File: src/rtl/copro_dispatch.sv
// copro_dispatch: request-side front end for the floating-point coprocessor.
//
// The CPU posts {opcode, op0, op1} commands into a small circular FIFO. A
// single FSM pops one command at a time, issues it to the coprocessor over
// its valid/complete/accept handshake, and returns the result plus an error
// flag on a valid/ready response port. Illegal opcodes are answered with an
// error without touching the coprocessor. A coprocessor that never completes
// is abandoned after TIMEOUT wait cycles.
//
// Ports:
//   clk, rst_n                  clock, asynchronous active-low reset
//   req_valid/req_ready         command push handshake
//   req_opcode/op0/op1          command fields (opcode 0..3 legal)
//   resp_valid/resp_ready       response handshake
//   resp_result/resp_err        result (0 on error) and error flag
//   busy                        FSM active or commands still queued
//   copro_valid                 one-cycle issue strobe
//   copro_opcode/op0/op1        issued command, held until the next issue
//   copro_complete/result       sticky completion and its result
//   copro_accept                one-cycle acknowledge, idles the coprocessor
module copro_dispatch #(
  parameter int DEPTH   = 4,
  parameter int TIMEOUT = 64
) (
  input  logic        clk,
  input  logic        rst_n,
  input  logic        req_valid,
  output logic        req_ready,
  input  logic [10:0] req_opcode,
  input  logic [31:0] req_op0,
  input  logic [31:0] req_op1,
  output logic        resp_valid,
  input  logic        resp_ready,
  output logic [31:0] resp_result,
  output logic        resp_err,
  output logic        busy,
  output logic        copro_valid,
  output logic [10:0] copro_opcode,
  output logic [31:0] copro_op0,
  output logic [31:0] copro_op1,
  input  logic        copro_complete,
  output logic        copro_accept,
  input  logic [31:0] copro_result
);

  localparam int PTR_W = $clog2(DEPTH);
  localparam int CNT_W = PTR_W + 1;
  localparam int TMO_W = $clog2(TIMEOUT + 1);
  localparam int CMD_W = 11 + 32 + 32;
  localparam logic [TMO_W-1:0] TMO_LAST = TMO_W'(TIMEOUT - 1);

  typedef enum logic [2:0] {
    S_INIT,
    S_IDLE,
    S_ISSUE,
    S_WAIT,
    S_ACK,
    S_RESP
  } state_t;

  state_t state, state_nxt;

  logic [CMD_W-1:0] fifo_mem [DEPTH];
  logic [PTR_W-1:0] wr_ptr, rd_ptr;
  logic [CNT_W-1:0] count;
  logic             push, pop;
  logic             fifo_empty, fifo_full;
  logic [10:0]      head_opcode;
  logic [31:0]      head_op0, head_op1;
  logic             head_legal;
  logic [TMO_W-1:0] tmo_cnt;
  logic             tmo_hit;

  assign fifo_empty = (count == '0);
  assign fifo_full  = (count == CNT_W'(DEPTH));
  // Gated by rst_n so that nothing is offered to the CPU while reset is held,
  // even though the state register already sits in INIT.
  assign req_ready  = rst_n && !fifo_full;
  assign push       = req_valid && req_ready;

  assign {head_opcode, head_op0, head_op1} = fifo_mem[rd_ptr];
  assign head_legal = (head_opcode[10:2] == '0);

  // tmo_cnt equals k-1 in the k-th WAIT cycle, so this fires in the
  // TIMEOUT-th cycle spent in WAIT.
  assign tmo_hit = (tmo_cnt == TMO_LAST);

  // ---- Command FIFO: storage and pointers ----
  always_ff @(posedge clk) begin
    if (push) begin
      fifo_mem[wr_ptr] <= {req_opcode, req_op0, req_op1};
    end
  end

  always_ff @(posedge clk or negedge rst_n) begin
    if (!rst_n) begin
      wr_ptr <= '0;
      rd_ptr <= '0;
      count  <= '0;
    end else begin
      if (push) wr_ptr <= wr_ptr + PTR_W'(1);
      if (pop)  rd_ptr <= rd_ptr + PTR_W'(1);
      case ({push, pop})
        2'b10:   count <= count + CNT_W'(1);
        2'b01:   count <= count - CNT_W'(1);
        default: count <= count;
      endcase
    end
  end

  // ---- Dispatch FSM: state register ----
  always_ff @(posedge clk or negedge rst_n) begin
    if (!rst_n) state <= S_INIT;
    else        state <= state_nxt;
  end

  // ---- Dispatch FSM: next state and pop decision ----
  always_comb begin
    state_nxt = state;
    pop       = 1'b0;
    case (state)
      S_INIT:  state_nxt = S_IDLE;
      S_IDLE: begin
        if (!fifo_empty) begin
          pop       = 1'b1;
          state_nxt = head_legal ? S_ISSUE : S_RESP;
        end
      end
      S_ISSUE: state_nxt = S_WAIT;
      S_WAIT: begin
        if (copro_complete || tmo_hit) state_nxt = S_ACK;
      end
      S_ACK:   state_nxt = S_RESP;
      S_RESP: begin
        if (resp_ready) state_nxt = S_IDLE;
      end
      default: state_nxt = S_INIT;
    endcase
  end

  assign copro_valid  = (state == S_ISSUE);
  assign copro_accept = rst_n && ((state == S_INIT) || (state == S_ACK));
  assign resp_valid   = (state == S_RESP);
  assign busy         = (state != S_IDLE) || !fifo_empty;

  // ---- Issue / response datapath ----
  // Only legal pops load the coprocessor-facing registers, so they keep the
  // last issued command across illegal-opcode responses.
  always_ff @(posedge clk or negedge rst_n) begin
    if (!rst_n) begin
      copro_opcode <= '0;
      copro_op0    <= '0;
      copro_op1    <= '0;
      resp_result  <= '0;
      resp_err     <= 1'b0;
      tmo_cnt      <= '0;
    end else begin
      if (pop && head_legal) begin
        copro_opcode <= head_opcode;
        copro_op0    <= head_op0;
        copro_op1    <= head_op1;
      end
      case (state)
        S_IDLE: begin
          if (pop && !head_legal) begin
            resp_result <= '0;
            resp_err    <= 1'b1;
          end
        end
        S_ISSUE: tmo_cnt <= '0;
        S_WAIT: begin
          tmo_cnt <= tmo_cnt + TMO_W'(1);
          // Completion takes priority over a timeout in the same cycle.
          if (copro_complete) begin
            resp_result <= copro_result;
            resp_err    <= 1'b0;
          end else if (tmo_hit) begin
            resp_result <= '0;
            resp_err    <= 1'b1;
          end
        end
        default: ;
      endcase
    end
  end

endmodule

File: config.mk
export PLATFORM = sky130hd
export DESIGN_NAME = copro_dispatch
export DESIGN_NICKNAME = d
export VERILOG_FILES = /design/src/rtl/copro_dispatch.sv
export SDC_FILE = /design/constraint.sdc
export NUM_CORES = 1
export LEC_CHECK = 0
export BUFFER_PORTS_ARGS = -buffer_cell sky130_fd_sc_hd__buf_2
export CAP_MARGIN = 20
export CORE_MARGIN = 1
export CORE_UTILIZATION = 50
export DETAILED_ROUTE_END_ITERATION = 8
export GPL_ROUTABILITY_DRIVEN = 0
export HOLD_SLACK_MARGIN = 0.15
export PLACE_DENSITY_LB_ADDON = 0.1
export SYNTH_ARGS = -nofsm -noshare
export SYNTH_HDL_FRONTEND = slang
export SYNTH_SLANG_ARGS = --single-unit
export TNS_END_PERCENT = 10
File: constraint.sdc
create_clock -name clk -period 5.9 [get_ports clk]
set_clock_uncertainty 0.2 [all_clocks]
set_input_delay 0 -clock clk [delete_from_list [all_inputs] [get_ports clk]]
set_output_delay 0 -clock clk [all_outputs]
set_load 0.02 [all_outputs]
==> results of run 1 <==
cell usage in the layout, fill, tap and decap left out, drive strengths merged, types with 5 or more instances in the layout:
master         n
nor4           5
nand2         43
dlygate4sd3  251
mux2          67
nor2          10
buf          239
nand3          6
clkinv        16
inv           10
mux4          66
and3           5
nor2b         10
o21ai         42
clkbuf        56
edfxtp       300
a22oi         34
ha             6
dfrtp        125
cell type report:
type                            count  area (sq um)  area share
Timing Repair Buffer              490          3780       0.177
Tap cell                          396           495      0.0232
Inverter                           10          37.5     0.00176
Sequential cell                   425         12100       0.568
Clock buffer                       56          1180      0.0551
Clock inverter                     23           210     0.00984
Multi-Input combinational cell    337          3520       0.165
path summary, 6_finish.rpt:
kind / startpoint / depth (start not counted) / end
min: copro_op1[23] / 1 / copro_op1[23]
max reg2reg: rd_ptr[0] / 5 / copro_op1[9]
max: rst_n / 6 / fifo_mem[2][6]
min in group asynchronous: rst_n / 4 / resp_result[15]
min reg2reg: copro_op1[23] / 1 / copro_op1[23]
max in group asynchronous: rst_n / 4 / rd_ptr[1]
through the flow:
step	area (sq um)	hold WS (ps)
after global routing	21400	296
after CTS	21400	269
after global placement	17400	-138
after floorplan	15900	-496
final	21400	278
after detailed placement	17400	-134
where the power goes:
part	total [mW]	internal, mW	switching, mW
Combinational	1.37	0.713	0.661
Sequential	3.73	3.52	0.210
Clock	2.66	1.58	1.08
per-layer routing:
| metal | track usage | vias to the layer above |
|---|---|---|
| met3 | 0.0479 | 72 |
| met2 | 0.377 | 315 |
| met5 | 0 | - |
| met1 | 0.293 | 4771 |
| li1 | - | 4204 |
| met4 | 0.0615 | 0 |
state kept, by name (all words and copies together), names as in the netlist:
signal and count:
fifo_mem 300, copro_op0 32, copro_op1 32, resp_result 32, copro_opcode 11, tmo_cnt 7, count 3, state 3
rd_ptr 2, wr_ptr 2, resp_err 1
logic make-up (layout without fill, tap and decap cells):
group                    Yosys count  after routing  share of synthesized area
buffers and inverters             53            579                     0.0155
multiplexers                     134            134                      0.142
adder cells (fa/ha/maj)            7              7                    0.00599
XOR/XNOR                           6              6                    0.00331
AO/OA/AOI/OAI                     94             94                     0.0382
flip-flops                       425            425                      0.765
AND/OR/NAND/NOR                   96             96                     0.0304
synth_stat cells (all sizes together) (6+ instances only):
cell	instances
clkbuf	26
ha	6
inv	10
nand3	6
dfrtp	125
nand2	43
nor2	10
buf	17
mux4	66
o21ai	42
a22oi	34
mux2	67
nor2b	10
edfxtp	300
critical path, stage by stage:
cell           delay, ps
dlygate4sd3_1        560
dlygate4sd3_1        590
buf_6                160
a21boi_0             520
and3_4               820
buf_4                540
what timing repair did:
action / 4_1_cts / 5_1_grt
hold buffers: 252 / 0
setup endpoints to repair: 0 / 0
resized for setup: 0 / 0
endpoints found under the hold margin: 643 / 0
==> metrics.cfg, run 1 <==
[status]
outcome = finished, final reports clean

[route]
drt_iter0_markers = 457
routed.top_layer = met4
firstDrtPassIters = 6
drt-met1-wl_mm = 14.9
routed_wl_mm = 35.2
dr_wl_met2_mm = 17.3
ant_nets = 0
route.detailed.drc = 0
wl_per_cell_um = 20.3
viasPerCell = 5.39
met3WireLength_mm = 2.31
via_count = 9362

[place]
dp.cells = 1405
hpwlAfterDp_mm = 18.1
io_buffers = 224
pre_cts_ws_ps = 2740

[grt]
grt_pass1_wl_mm = 55.8
antenna_found_initial = 0
grtUsageTotal = 0.223
grt_overflow = 0
grt_max_degree = 66
grt_pass1_vias = 9981

[synth]
synth_area_sq_mm = 0.0159
syn_nets = 934
synth_cell_types = 44
synth_top_area_cell = edfxtp_1
yosysWarnings = 0
synth_area_per_cell_sq_um = 19.5
synth-seq-cells = 425
syn_inst = 815
synthTopCellsByArea = edfxtp_1 (57%), dfrtp_1 (20%), mux4_2 (9.4%)
ys.flop_type = edfxtp_1
synthArstFlopShare = 0.294
synth_top_cell_area_share = 0.568
synth-edff-count = 300
ys_seq_area_frac = 0.765

[clocking]
cts_max_level = 2
cts_root_buf = clkbuf_16
cts_buffer_depth = 3
cts.sinks = 425
clkTransAtPathRegs_ps = 60
cts_tree = yes
clkLatencyLatePin_ps = 520
cts_setup_buffers = 0
numCtsBuffers = 43

[floorplanning]
start_util = 0.513
die_w_um = 180
ios = 225
core_sq_mm = 0.0309
core.rowCount = 64
dieArea_sq_mm = 0.0325
die_y_um = 180

[sta]
rsz0062_at_grt = no
fin_setup_tns_ps = 0
drv_slew = 0
fmax_mhz = 309
worst_pin_slew_ps = 974
finalHoldViolCount = 0
layout_setup_ws_ps = 2660
timing.final.crit_share = 0.549
setup_violations = 0
slew_headroom = 0.351
min_period_ps = 3240

[layout]
fin_util = 0.691
fill_cells = 2027
stdcell_count = 1737
area_growth_pct = 34.6
diodes = 0
drive_above_1_share = 0.280
fin_nets = 1426

[pwr]
p_total_mw = 7.77
p_per_area_mw_per_mm2 = 364
power_leakage_nw = 8.58
vdd_drop_max_v = 0.000286

[setup_path]
start_kind = primary input
arrival_ps = 3210
critPathMaxFanout = 48
crit_path_end_kind = flip-flop
required_ps = 5870
criticalPathCategory = in -> reg
r2r_slack_ps = 2890

[min_path]
hold_class = reg -> reg

[run]
drv_cap = 0

(Power assumes the default switching activity.)
==> run 2: changes to the inputs <==
Clock period 5.9 ns to 2.99 ns, I/O delays scaled along.
==> metrics.cfg, run 2 (same netlist as run 1, synthesis figures left out) <==
[floorplanning]
dieArea_sq_mm = 0.0325
start_util = 0.513
ios = 225
die_w_um = 180
core.rowCount = 64
core_sq_mm = 0.0309
die_y_um = 180

[grt]
grt_max_degree = 127
antenna_found_initial = 1
grt_pass1_wl_mm = 55.9
grt_overflow = 0
grt_pass1_vias = 10100
grtUsageTotal = 0.222

[layout]
stdcell_count = 1744
final_cell_mix = edfxtp_1 (300), dlygate4sd3_1 (251), buf_2 (223)
fill_cells = 2002
area_growth_pct = 35.6
diodes = 0
largest_reg_flops = 300
drive_above_1_share = 0.285
fin_nets = 1432
regMostFlops = fifo_mem
final_common_cell = edfxtp_1

[sta]
min_period_ps = 2710
timing.final.crit_share = 0.907
drv_slew = 0
setup_violations = 0
fmax_mhz = 369
rsz0062_at_grt = no
finalHoldViolCount = 0
worst_pin_slew_ps = 876
slew_headroom = 0.416

[run]
drv_cap = 0

[clocking]
cts.sinks = 425
clkTransAtPathRegs_ps = 60
numCtsBuffers = 44
cts_root_buf = clkbuf_16
cts_setup_buffers = 0
cts_buffer_depth = 3
cts_max_level = 2
clkLatencyLatePin_ps = 540
hold_buffers = 251
cts_tree = yes
cts-resized-gates = 0

[route]
drt_iter0_markers = 630
routed_wl_mm = 35.1
route.detailed.drc = 0
via_count = 9388
routed.top_layer = met5
ant_nets = 0
dr_wl_met2_mm = 17.5
viasPerCell = 5.38
wl_per_cell_um = 20.1
firstDrtPassIters = 6
met3WireLength_mm = 2.24
drt-met1-wl_mm = 14.5

[min_path]
hold_class = reg -> reg

[setup_path]
arrival_ps = 2940
path_cells = nand3b_1 -> nor2_2 -> buf_4 -> nand2_1 -> dlygate4sd3_1 -> a22oi_1
criticalPathCategory = reg -> reg
crit_path_end_kind = flip-flop
crit_path_top_delay_cell = dlygate4sd3_1
critPathMaxFanout = 33
required_ps = 3220
start_kind = flip-flop
worst_path_largest_cell_delay_ps = 560

[pwr]
p_total_mw = 15.4
power_leakage_nw = 8.65
p_per_area_mw_per_mm2 = 717
vdd_drop_max_v = 0.000574

[place]
dp.cells = 1412
io_buffers = 224
hpwlAfterDp_mm = 18.4

[status]
outcome = finished, final reports clean

## run 2: cell types whose count changed in the layout (fill, tap and decap cells not counted), sizes merged
cell      delta
buf          +5
bufinv       -2
clkbuf       +7
clkinv       -2
clkinvlp     -3
inv          +2
## run 2: where the power goes
group	switching [mW]	internal [mW]
combinational	1.50	1.49
sequential	0.250	6.95
clock	2.14	3.11
## run 2: layout make-up
class                      count  area, sq um  area share
clock buffer                  63         1260      0.0587
clock inverter                18          138     0.00640
inverter                      10         37.5     0.00174
multi-input combinational    337         3520       0.164
sequential                   425        12100       0.564
tap                          396          495      0.0230
timing repair buffer         495         3920       0.182
## run 2: per-layer routing
| layer | up-vias | GRT usage |
|---|---|---|
| li1 | 4231 | - |
| met1 | 4771 | 0.287 |
| met2 | 309 | 0.375 |
| met3 | 75 | 0.0525 |
| met4 | 2 | 0.0697 |
| met5 | - | 0 |
## run 2: path summary, 6_finish.rpt
check,cells after the start,slack [ps],to,from
setup / recovery,6,280,resp_result[1],state[0]
hold reg to reg,1,280,copro_op0[29],copro_op0[29]
hold / removal,1,280,copro_op0[29],copro_op0[29]
setup reg to reg,6,280,resp_result[1],state[0]
max in group asynchronous,4,1360,rd_ptr[1],rst_n
min in group asynchronous,4,530,copro_op0[2],rst_n
## run 2: per-stage QoR
stage / hold slack (ps) / setup TNS (ps) / instance area (sq um) / setup slack (ps) / utilization
2_1_floorplan: -496 / -158750 / 15900 / -706 / -
3_3_place_gp: 5.05 / 0 / 17600 / 286 / 0.569
3_5_place_dp: 6.02 / 0 / 17600 / 269 / 0.569
4_1_cts: 262 / 0 / 21500 / 251 / 0.696
5_1_grt: 295 / 0 / 21500 / 78.7 / 0.696
6_report: 276 / 0 / 21500 / 278 / 0.696
## run 2: critical path: cells and delay by family, from the launching register on
kind	cells	cell delay [ps]
buf+inv	2	910
compound gates	1	240
flops	1	520
simple gates	3	730
==> run 3: changes to the inputs <==
Clock period 2.99 ns to 3.14 ns, I/O delays scaled along.
==> metrics.cfg, run 3 (same netlist as run 1, synthesis figures left out) <==
[clocking]
cts_setup_buffers = 0
cts_tree = yes
cts_buffer_depth = 3
cts_max_level = 2
clkTransAtPathRegs_ps = 60
cts_root_buf = clkbuf_16
cts.sinks = 425
clkLatencyLatePin_ps = 530
numCtsBuffers = 43

[min_path]
min_to = copro_op1[19]
hp-start = copro_op1[19]
hold_depth = 1
hold_class = reg -> reg

[floorplanning]
die_w_um = 180
die_y_um = 180
ios = 225
core_sq_mm = 0.0309
core.rowCount = 64
dieArea_sq_mm = 0.0325
start_util = 0.513

[sta]
finalHoldViolCount = 0
layout_setup_ws_ps = 114
fmax_mhz = 331
fin_setup_tns_ps = 0
rsz0062_at_grt = no
whs_ps = 280
timing.final.crit_share = 0.964
slew_headroom = 0.378
drv_slew = 0
setup_violations = 0
worst_pin_slew_ps = 932
min_period_ps = 3030

[pwr]
p_int_mw = 11.2
power_frac_comb = 0.190
power_leakage_nw = 8.91
switchingPower_mw = 3.68
vdd_drop_max_v = 0.000551
swShare = 0.248
p_per_area_mw_per_mm2 = 678
p_clk_frac = 0.347
seqPwrFrac = 0.463

[setup_path]
r2r_end = resp_result[17]
reg2reg_from = state[2]
criticalPathCategory = reg -> reg
start_kind = flip-flop
r2r_slack_ps = 110
arrival_ps = 3270
crit_path_end_kind = flip-flop
critPathMaxFanout = 33
reg2reg_depth = 7
required_ps = 3390

[layout]
final_cell_mix = edfxtp_1 (300), dlygate4sd3_1 (285), buf_2 (223)
final_common_cell = edfxtp_1
fill_cells = 1911
drive_above_1_share = 0.281
fin_nets = 1471
fin_util = 0.708
diodes = 0
multi_input_area_sq_mm = 0.00352
stdcell_count = 1781
area_growth_pct = 38.0
seq_area_sq_mm = 0.0121
regMostFlops = fifo_mem
largest_reg_flops = 300

[route]
route.detailed.drc = 0
viasPerCell = 5.40
routed_wl_mm = 36.7
via_count = 9622
ant_nets = 0
wl_per_cell_um = 20.6
firstDrtPassIters = 5
drt_iter0_markers = 673

[place]
dp.cells = 1417
io_buffers = 224
pre_cts_ws_ps = 464
hpwlAfterDp_mm = 18.9

[status]
outcome = finished, final reports clean

[grt]
grt_overflow = 0
grt_pass1_vias = 10300
grt_pass1_wl_mm = 57.6
grt_max_degree = 59
antenna_found_initial = 0
grtUsageTotal = 0.231

[run]
drv_cap = 0

## run 3: changes by cell type in the layout (fill, tap and decap cells not counted), moves of 2 or more
cell and change:
buf_12 -5, buf_4 +10, bufinv_16 +3, clkbuf_8 -3, clkinv_1 -2, clkinv_2 -2
clkinvlp_4 +2, dlygate4sd3_1 +34, inv_6 -2
## run 3: worst max-delay path by stage
stage | startpoint | endpoint | slack (ps) | cells past startpoint
2_1_floorplan | count[0] | fifo_mem[1][0] | -560 | 3
3_3_place_gp | rd_ptr[1] | copro_op1[0] | 540 | 5
3_5_place_dp | rd_ptr[1] | copro_op1[26] | 460 | 5
4_1_cts | rd_ptr[1] | resp_result[27] | 290 | 6
5_1_grt | state[0] | resp_result[17] | 30 | 7
6_report | state[2] | resp_result[17] | 110 | 7
## run 3: critical path: stages (launching register included)
cell,delay (ps)
dfrtp_1,450
nand3b_1,220
nor2_2,90
buf_4,330
nand2_1,180
dlygate4sd3_1,630
a22oi_1,190
dlygate4sd3_1,630
## run 3: layout make-up
cell class	instances	area share
flip-flops and latches	425	0.555
repair buffers	535	0.194
multi-input cells	337	0.161
clock buffers	60	0.0558
well taps	396	0.0226
clock inverters	18	0.00989
inverters	10	0.00171
## run 3: power groups by stage
stage | registers [mW] | logic (mW) | clock network [mW]
final | 6.87 | 2.83 | 5.15
after global routing | 6.93 | 3.06 | 5.47
after CTS | 6.88 | 2.87 | 5.25
after detailed placement | 6.98 | 2.65 | 0
after global placement | 6.97 | 2.64 | 0
after floorplan | 6.99 | 1.81 | 0
## run 3: metrics by stage
stage               area (sq um)  total power [mW]
CTS                        21900              15.0
finish                     21900              14.8
detailed placement         17600              9.63
floorplan                  15900              8.80
global placement           17600              9.61
global route               21900              15.5
## run 3: per-layer routing
| metal | wire length, um | up-vias | global-route usage |
|---|---|---|---|
| li1 | - | 4297 | - |
| met1 | 14200 | 4849 | 0.281 |
| met2 | 18600 | 368 | 0.404 |
| met3 | 2500 | 108 | 0.0513 |
| met4 | 1340 | 0 | 0.0879 |
| met5 | 0 | - | 0 |
## run 3: repair_timing
action	CTS	global route
resized for setup	0	0
hold buffers	285	0
hold endpoints to repair	660	0
